--- config.mk ---
export PLATFORM = sky130hd
export DESIGN_NAME = sdram_arbiter
export DESIGN_NICKNAME = d
export VERILOG_FILES = /design/src/rtl/sdram_arbiter.sv
export SDC_FILE = /design/constraint.sdc
export NUM_CORES = 1
export LEC_CHECK = 0
export BUFFER_PORTS_ARGS = -buffer_cell sky130_fd_sc_hd__buf_2
export CORE_UTILIZATION = 47
export DETAILED_ROUTE_END_ITERATION = 10
export PLACE_DENSITY_LB_ADDON = 0.25
export SLEW_MARGIN = 20
export SYNTH_ARGS = -nofsm -noshare
export SYNTH_HDL_FRONTEND = slang
export SYNTH_SLANG_ARGS = --single-unit
--- constraint.sdc ---
create_clock -name clk -period 3.2 [get_ports clk]
set_clock_uncertainty 0.1 [all_clocks]
set_input_delay 0 -clock clk [delete_from_list [all_inputs] [get_ports clk]]
set_output_delay 0 -clock clk [all_outputs]
set_load 0.01 [all_outputs]
--- src/rtl/sdram_arbiter.sv ---
// sdram_arbiter: grants the SDRAM controller to SPI (priority) or user, with a grant watchdog
module sdram_arbiter #(
   parameter int ADDR_WIDTH = 32,
   parameter int DATA_WIDTH = 16,
   parameter int TIMEOUT    = 255
) (
   input  logic                  clk,
   input  logic                  reset,
   input  logic                  spi_critical,
   input  logic                  spi_refresh_inhibit,
   input  logic                  spi_req,
   input  logic [ADDR_WIDTH-1:0] spi_addr,
   output logic                  spi_ack,
   input  logic                  user_req,
   input  logic                  user_we,
   input  logic [ADDR_WIDTH-1:0] user_addr,
   input  logic [DATA_WIDTH-1:0] user_wr_data,
   input  logic [1:0]            user_wr_mask,
   output logic                  user_ack,
   output logic                  user_idle,
   output logic [DATA_WIDTH-1:0] rd_data,
   output logic                  sd_enable,
   output logic                  sd_we,
   output logic [ADDR_WIDTH-1:0] sd_addr,
   output logic [DATA_WIDTH-1:0] sd_wr_data,
   output logic [1:0]            sd_wr_mask,
   input  logic [DATA_WIDTH-1:0] sd_rd_data,
   input  logic                  sd_ack_level,
   input  logic                  sd_idle,
   output logic                  sd_refresh_inhibit,
   output logic                  owner_spi,
   output logic [7:0]            timeout_count
);
   typedef enum logic [1:0] {IDLE, SPI_ACC, USER_ACC, RELEASE} state_t;
   localparam logic [7:0] WD_LIMIT = 8'(TIMEOUT - 1);
   state_t                state_q, state_d;
   logic [7:0]            wd_q, wd_d, timeout_count_q, timeout_count_d;
   logic                  sd_enable_q, sd_enable_d, sd_we_q, sd_we_d;
   logic [ADDR_WIDTH-1:0] sd_addr_q, sd_addr_d;
   logic [DATA_WIDTH-1:0] sd_wr_data_q, sd_wr_data_d, rd_data_q, rd_data_d;
   logic [1:0]            sd_wr_mask_q, sd_wr_mask_d;
   logic                  spi_ack_q, spi_ack_d, user_ack_q, user_ack_d;
   logic                  owner_spi_q, owner_spi_d, ref_inh_q, ref_inh_d;
   always_comb begin
      state_d         = state_q;
      wd_d            = wd_q;
      timeout_count_d = timeout_count_q;
      sd_enable_d     = sd_enable_q;
      sd_we_d         = sd_we_q;
      sd_addr_d       = sd_addr_q;
      sd_wr_data_d    = sd_wr_data_q;
      sd_wr_mask_d    = sd_wr_mask_q;
      rd_data_d       = rd_data_q;
      spi_ack_d       = 1'b0;
      user_ack_d      = 1'b0;
      owner_spi_d     = owner_spi_q;
      ref_inh_d       = spi_critical && spi_refresh_inhibit;
      case (state_q)
         IDLE: begin
            if (spi_req) begin
               state_d      = SPI_ACC;
               wd_d         = 8'd0;
               sd_enable_d  = 1'b1;
               sd_we_d      = 1'b0;
               sd_addr_d    = spi_addr;
               sd_wr_data_d = DATA_WIDTH'(16'hDEAD);
               sd_wr_mask_d = 2'b00;
               owner_spi_d  = 1'b1;
            end else if (user_req && !spi_critical) begin
               state_d      = USER_ACC;
               wd_d         = 8'd0;
               sd_enable_d  = 1'b1;
               sd_we_d      = user_we;
               sd_addr_d    = user_addr;
               sd_wr_data_d = user_wr_data;
               sd_wr_mask_d = user_wr_mask;
               owner_spi_d  = 1'b0;
            end
         end
         SPI_ACC, USER_ACC: begin
            wd_d = wd_q + 8'd1;
            if (sd_ack_level) begin
               state_d     = RELEASE;
               sd_enable_d = 1'b0;
               rd_data_d   = sd_rd_data;
               spi_ack_d   = state_q == SPI_ACC;
               user_ack_d  = state_q == USER_ACC;
            end else if (wd_q == WD_LIMIT) begin
               state_d         = RELEASE;
               sd_enable_d     = 1'b0;
               timeout_count_d = (timeout_count_q == 8'hFF) ? timeout_count_q : timeout_count_q + 8'd1;
            end
         end
         RELEASE: state_d = sd_ack_level ? RELEASE : IDLE;
      endcase
   end
   always_ff @(posedge clk or posedge reset) begin
      if (reset) begin
         state_q         <= IDLE;
         wd_q            <= '0;
         timeout_count_q <= '0;
         sd_enable_q     <= 1'b0;
         sd_we_q         <= 1'b0;
         sd_addr_q       <= '0;
         sd_wr_data_q    <= '0;
         sd_wr_mask_q    <= '0;
         rd_data_q       <= '0;
         spi_ack_q       <= 1'b0;
         user_ack_q      <= 1'b0;
         owner_spi_q     <= 1'b0;
         ref_inh_q       <= 1'b0;
      end else begin
         state_q         <= state_d;
         wd_q            <= wd_d;
         timeout_count_q <= timeout_count_d;
         sd_enable_q     <= sd_enable_d;
         sd_we_q         <= sd_we_d;
         sd_addr_q       <= sd_addr_d;
         sd_wr_data_q    <= sd_wr_data_d;
         sd_wr_mask_q    <= sd_wr_mask_d;
         rd_data_q       <= rd_data_d;
         spi_ack_q       <= spi_ack_d;
         user_ack_q      <= user_ack_d;
         owner_spi_q     <= owner_spi_d;
         ref_inh_q       <= ref_inh_d;
      end
   end
   assign spi_ack            = spi_ack_q;
   assign user_ack           = user_ack_q;
   assign user_idle          = sd_idle && !spi_critical && state_q == IDLE;
   assign rd_data            = rd_data_q;
   assign sd_enable          = sd_enable_q;
   assign sd_we              = sd_we_q;
   assign sd_addr            = sd_addr_q;
   assign sd_wr_data         = sd_wr_data_q;
   assign sd_wr_mask         = sd_wr_mask_q;
   assign sd_refresh_inhibit = ref_inh_q;
   assign owner_spi          = owner_spi_q;
   assign timeout_count      = timeout_count_q;
endmodule

Word-level counts from Yosys, hierarchy flattened
Cells that the tools add are included.
W data, S select, Z words.
{ "totals": {"register_bits": 90, "input_bits": 107, "out_inout_bits": 81} }
{ "classes": {"addsub": 2, "eq_ne": 7, "mux": 28, "bitwise_logic": 2, "n_reduce_logical": 15} }
{ "ops": {"columns": ["op", "count"], "rows": [
  ["$mux W32", 2],
  ["$mux W16", 2],
  ["$add A8 B1 Y8 const B", 2],
  ["$eq A8 B8 Y1 const B", 2],
  ["$mux W8", 2],
  ["$pmux W8 S2", 1],
  ["$mux W2", 7],
  ["$mux W1", 12],
  ["$reduce_and A2 Y1", 4],
  ["$ne A3 B3 Y1 const B", 2],
  ["$pmux W2 S3", 1],
  ["$eq A2 B2 Y1 const B", 2],
  ["$logic_and A1 B1 Y1", 4],
  ["$reduce_and A4 Y1", 1],
  ["$reduce_bool A2 Y1", 2],
  ["$reduce_and A3 Y1", 1],
  ["$eq A2 B1 Y1 const B", 1],
  ["$logic_not A2 Y1", 1],
  ["$not A1 Y1", 2],
  ["$pmux W1 S2", 1],
  ["$reduce_or A2 Y1", 1],
  ["$logic_not A1 Y1", 1]
]} }

Longest topological paths before layout
{ "depth": {"word_depth": 5, "mapped_depth": 8, "mapped_depth_nobuf": 6} }

Worst setup path after synthesis
No wires, ideal clock.
{ "synth_timing": {"path_type": "reg-to-reg", "start": "register state_q[0]", "end": "register timeout_count_q[7] (netlist: timeout_count[7])", "setup_time_ns": 0.128, "arrival_ns": 1.913, "slack_ns": 1.059, "stages_incl_launch_ff": 9, "n_path_buf": 2, "path_cell_list": "dfrtp_1 -> inv_1 -> ha_1 -> buf_2 -> nand2b_1 -> or3_1 -> buf_6 -> nor3_2 -> mux2_1"} }
{ "synth_between": {"elab_chain_len": 3, "word_cells_on_any_way": 4, "cone_classes": "eq/ne: 2; reduce/logical: 2"} }
{ "synth_lines": {"columns": ["item", "line_no", "source"], "rows": [
  ["start: declaration", "36", "state_t state_q, state_d;"],
  ["start signal: assignment", "113", "state_q <= state_d;"],
  ["$eq A2 B1 Y1 or $eq A2 B2 Y1 (tied branches)", "58", "case (state_q)"],
  ["$reduce_or A2 Y1 (*)", "58", null],
  ["$reduce_and A4 Y1 (no source line) (*)", null, null],
  ["end signal: assignment", "115", "timeout_count_q <= timeout_count_d;"],
  ["end: declaration", "37", "logic [7:0] wd_q, wd_d, timeout_count_q, timeout_count_d;"]
]} }
Every way passes the cells marked *; elsewhere a longest branch is shown, timed or not.
A chain may end at the register's enable or synchronous reset.

Worst setup path in the final report
Same ends and word-level chain as after synthesis.

==> metrics.md <==
| Metric | Value |
|---|---|
| Startpoint types | `register` |
| Clock sink count | `90` |
| Global-route wire length before repair | `18400 µm` |
| WP data arrival | `2.48 ns` |
| Worst slew margin | `0.356` |
| Sw frac | `0.379` |
| Pin count of the biggest net entering global routing | `49` |
| I/O pin count | `188` |
| Most frequent cells after synthesis | `dfrtp_1, nand2_1, o21ai_0` |
| DRT iter0 DRCs | `154` |
| CTS resizes | `0` |
| Initial Util | `0.489` |
| Final period util | `0.735` |
| Die ar. | `8970 µm²` |
| Worst hold path class | `in2reg` |
| PortBufs | `187` |
| Slew @ Worst Pin | `0.962 ns` |
| RSZ-0062 raised after global routing | `false` |
| NumNets Final | `775` |
| CTS H-tree depth | `3` |
| Worst vdd ir | `404 µV` |
| Crit path buffers/inverters | `1` |
| Root buffer cell | `clkbuf_8` |
| Worst-skew pair later-pin latency | `0.34 ns` |
| DIE WIDTH | `94.7 µm` |
| Kind of critical path | `reg2reg` |
| Slowest stage delay, CP | `0.56 ns` |
| Ys Warns | `0` |
| Slowest cell on crit path | `or3_1` |
| Ant diodes | `0` |
| Outcome | `finished, final reports clean` |
| Avg Cell Area, Syn | `10.7 µm²` |
| Crit path max fanout | `8` |
| Initial antenna violation count | `0` |
| Reg clk slew, reported paths | `0.09 ns` |
| Area leader, netlist | `dfrtp_1` |
| Ranking of synthesized cells by area | `dfrtp_1, mux2i_1, nand2_1` |
| Final Hold Viols | `0` |
| Psw | `1730 µW` |
| Sequential-to-total area share from yosys stat | `0.558` |
| Seq cells post-synth | `90` |
| HPWL Detailed | `6780 µm` |
| Max Slew Vio Count | `0` |
| Combinational Power Share | `0.414` |
| Detailed-route via count | `3904` |
| Post-route ant nets | `0` |
| Setup TNS | `0 ns` |
| Async set-reset flop share out of synthesis | `1.00` |
| Global Route Usage Sum | `0.269` |
| CP Capture Type | `register` |
| Main synth FF type | `dfrtp_1` |
| Via/cell ratio | `5.07` |
| Clock Power Share | `0.167` |
| Cells after synthesis | `376` |
| Pwr Density | `727 nW/µm²` |
| Worst-path cell chain | `inv_1 > ha_1 > nand2b_1 > or3_1 > nor3_2 > mux2_1` |
| Final non-filler cell total | `770` |
| Syn Std Cell Area | `4040 µm²` |
| TritonRoute pass-1 iters | `4` |
| Final GP Congestion | `0.790` |
| Max clock buf depth | `2` |
| DR WL/cell | `15.4 µm` |
| Drc violations | `0` |
| TritonCTS clock tree | `yes` |
| Synth Net Count | `491` |
| EDFF count, synth | `0` |
| Num CTS Buffers | `9` |
| Critical path's top delay family | `simple AND/OR/NAND/NOR gates` |
| Ratio of cells with drive above 1 in the final layout | `0.352` |
| Dpl cells | `651` |
| Synth-to-layout area growth | `55.5%` |
| Area share of the largest cell type after synthesis | `0.558` |
| Leakage | `0.00326 µW` |
| Fin crit period | `2.35 ns` |
| Row count | `33` |
| Core footprint | `8260 µm²` |
| Number of global-route vias before repair | `3948` |
| Power share of the sequential group | `0.419` |
| Internal Power | `2830 µW` |
| Worst Path Required | `3.33 ns` |
| Max Clk Rate | `0.425 GHz` |
| Remaining Overflow, GRT | `0` |
| Post-synthesis cell type count | `42` |
| Final Setup Violations | `0` |
| Maxcap violations | `0` |
| Final wirelength | `11800 µm` |
| Die height | `94.7 µm` |
| Count leader, synth | `dfrtp_1` |
-- flip-flops by register name, summed over array words and instances, names as in the netlist --
name,cells
sd_we,1
rd_data,16
sd_wr_data,16
timeout_count,8
spi_ack,1
state_q,2
user_ack,1
sd_refresh_inhibit,1
sd_enable,1
sd_addr,32
owner_spi,1
sd_wr_mask,2
wd_q,8
-- routing by layer --
layer,vias up,GRT usage,part of all wire
met5,-,0,0
met4,0,0.0922,0.014
met3,18,0.0676,0.070
met2,173,0.473,0.51
met1,1860,0.319,0.40
li1,1853,-,-
-- area by class of cell --
class | count | area, µm²
Clock buffer | 10 | 128
Clock inverter | 6 | 67.6
Fill cell | 513 | 1980
Inverter | 8 | 31.3
Multi-Input combinational cell | 256 | 1660
Sequential cell | 90 | 2250
Tap cell | 105 | 131
Timing Repair Buffer | 295 | 2000
-- worst reg2reg max path, delay by kind of cell, from the launching register on --
kind | cells | cell delay, ns
adders and majority gates | 1 | 0.41
buffers and inverters | 1 | 0.10
and+or+nand+nor | 3 | 0.91
DFF | 1 | 0.40
muxes | 1 | 0.33
-- through the flow --
step	total power (µW)	worst slack, ns	instance area (µm²)	hold slack, ns	utilization
after floorplan	2940	0.765	4040	-0.0505	-
after global placement	3570	0.942	5050	0.0670	0.612
after detailed placement	3660	0.867	5050	0.0685	0.612
after CTS	4520	0.840	6280	0.0325	0.760
after global routing	4900	0.626	6280	0.0569	0.760
final	4560	0.846	6280	0.0629	0.760
-- power groups by stage --
stage | Clock, µW | Sequential, µW | Combinational (µW)
after detailed placement | 0 | 1910 | 1750
final | 760 | 1910 | 1890
after CTS | 778 | 1900 | 1850
after global routing | 835 | 1970 | 2100
after floorplan | 0 | 2100 | 841
after global placement | 0 | 1890 | 1680
-- path summary, 6_finish.rpt --
path	start	cells after the start	to	slack [ns]
max in group asynchronous	reset	4	sd_addr[30]$_DFFE_PP0P_	1.95
worst min register to register	sd_wr_data[1]$_DFFE_PP0P_	2	sd_wr_data[1]$_DFFE_PP0P_	0.37
worst max register to register	state_q[0]$_DFFE_PP0P_	6	timeout_count[7]$_DFFE_PP0P_	0.85
min in group asynchronous	reset	3	sd_wr_data[15]$_DFFE_PP0P_	0.24
worst max-delay path	state_q[0]$_DFFE_PP0P_	6	timeout_count[7]$_DFFE_PP0P_	0.85
worst min-delay path	spi_critical	4	sd_wr_data[6]$_DFFE_PP0P_	0.06
-- what timing repair did --
action	in CTS	in global routing
setup buffers	0	0
hold endpoints to repair	117	0
hold buffers	103	0
-- layout by cell type (no fill, tap or decap), types with 6 or more instances in the layout --
cell type	netlist	layout
dlygate4sd3_1	0	103
mux2_2	18	18
nand2_1	69	69
a21oi_1	6	6
nor2_1	18	18
mux2i_1	32	32
nand4_1	9	9
o21ai_0	46	46
buf_2	8	187
clkbuf_8	0	9
nand3_1	7	7
inv_1	7	6
dfrtp_1	90	90
ha_1	8	8
-- logic make-up (layout without fill, tap and decap cells) --
group,Yosys count,in the layout,synth area share
AND/OR/NAND/NOR,123,123,0.145
flip-flops,90,90,0.558
AO/OA/AOI/OAI,66,66,0.0889
multiplexers,52,52,0.135
buffers and inverters,30,319,0.0331
adder cells (fa/ha/maj),8,8,0.0248
XOR/XNOR,7,7,0.0152
Note: power is estimated with default switching activity, not from simulation.
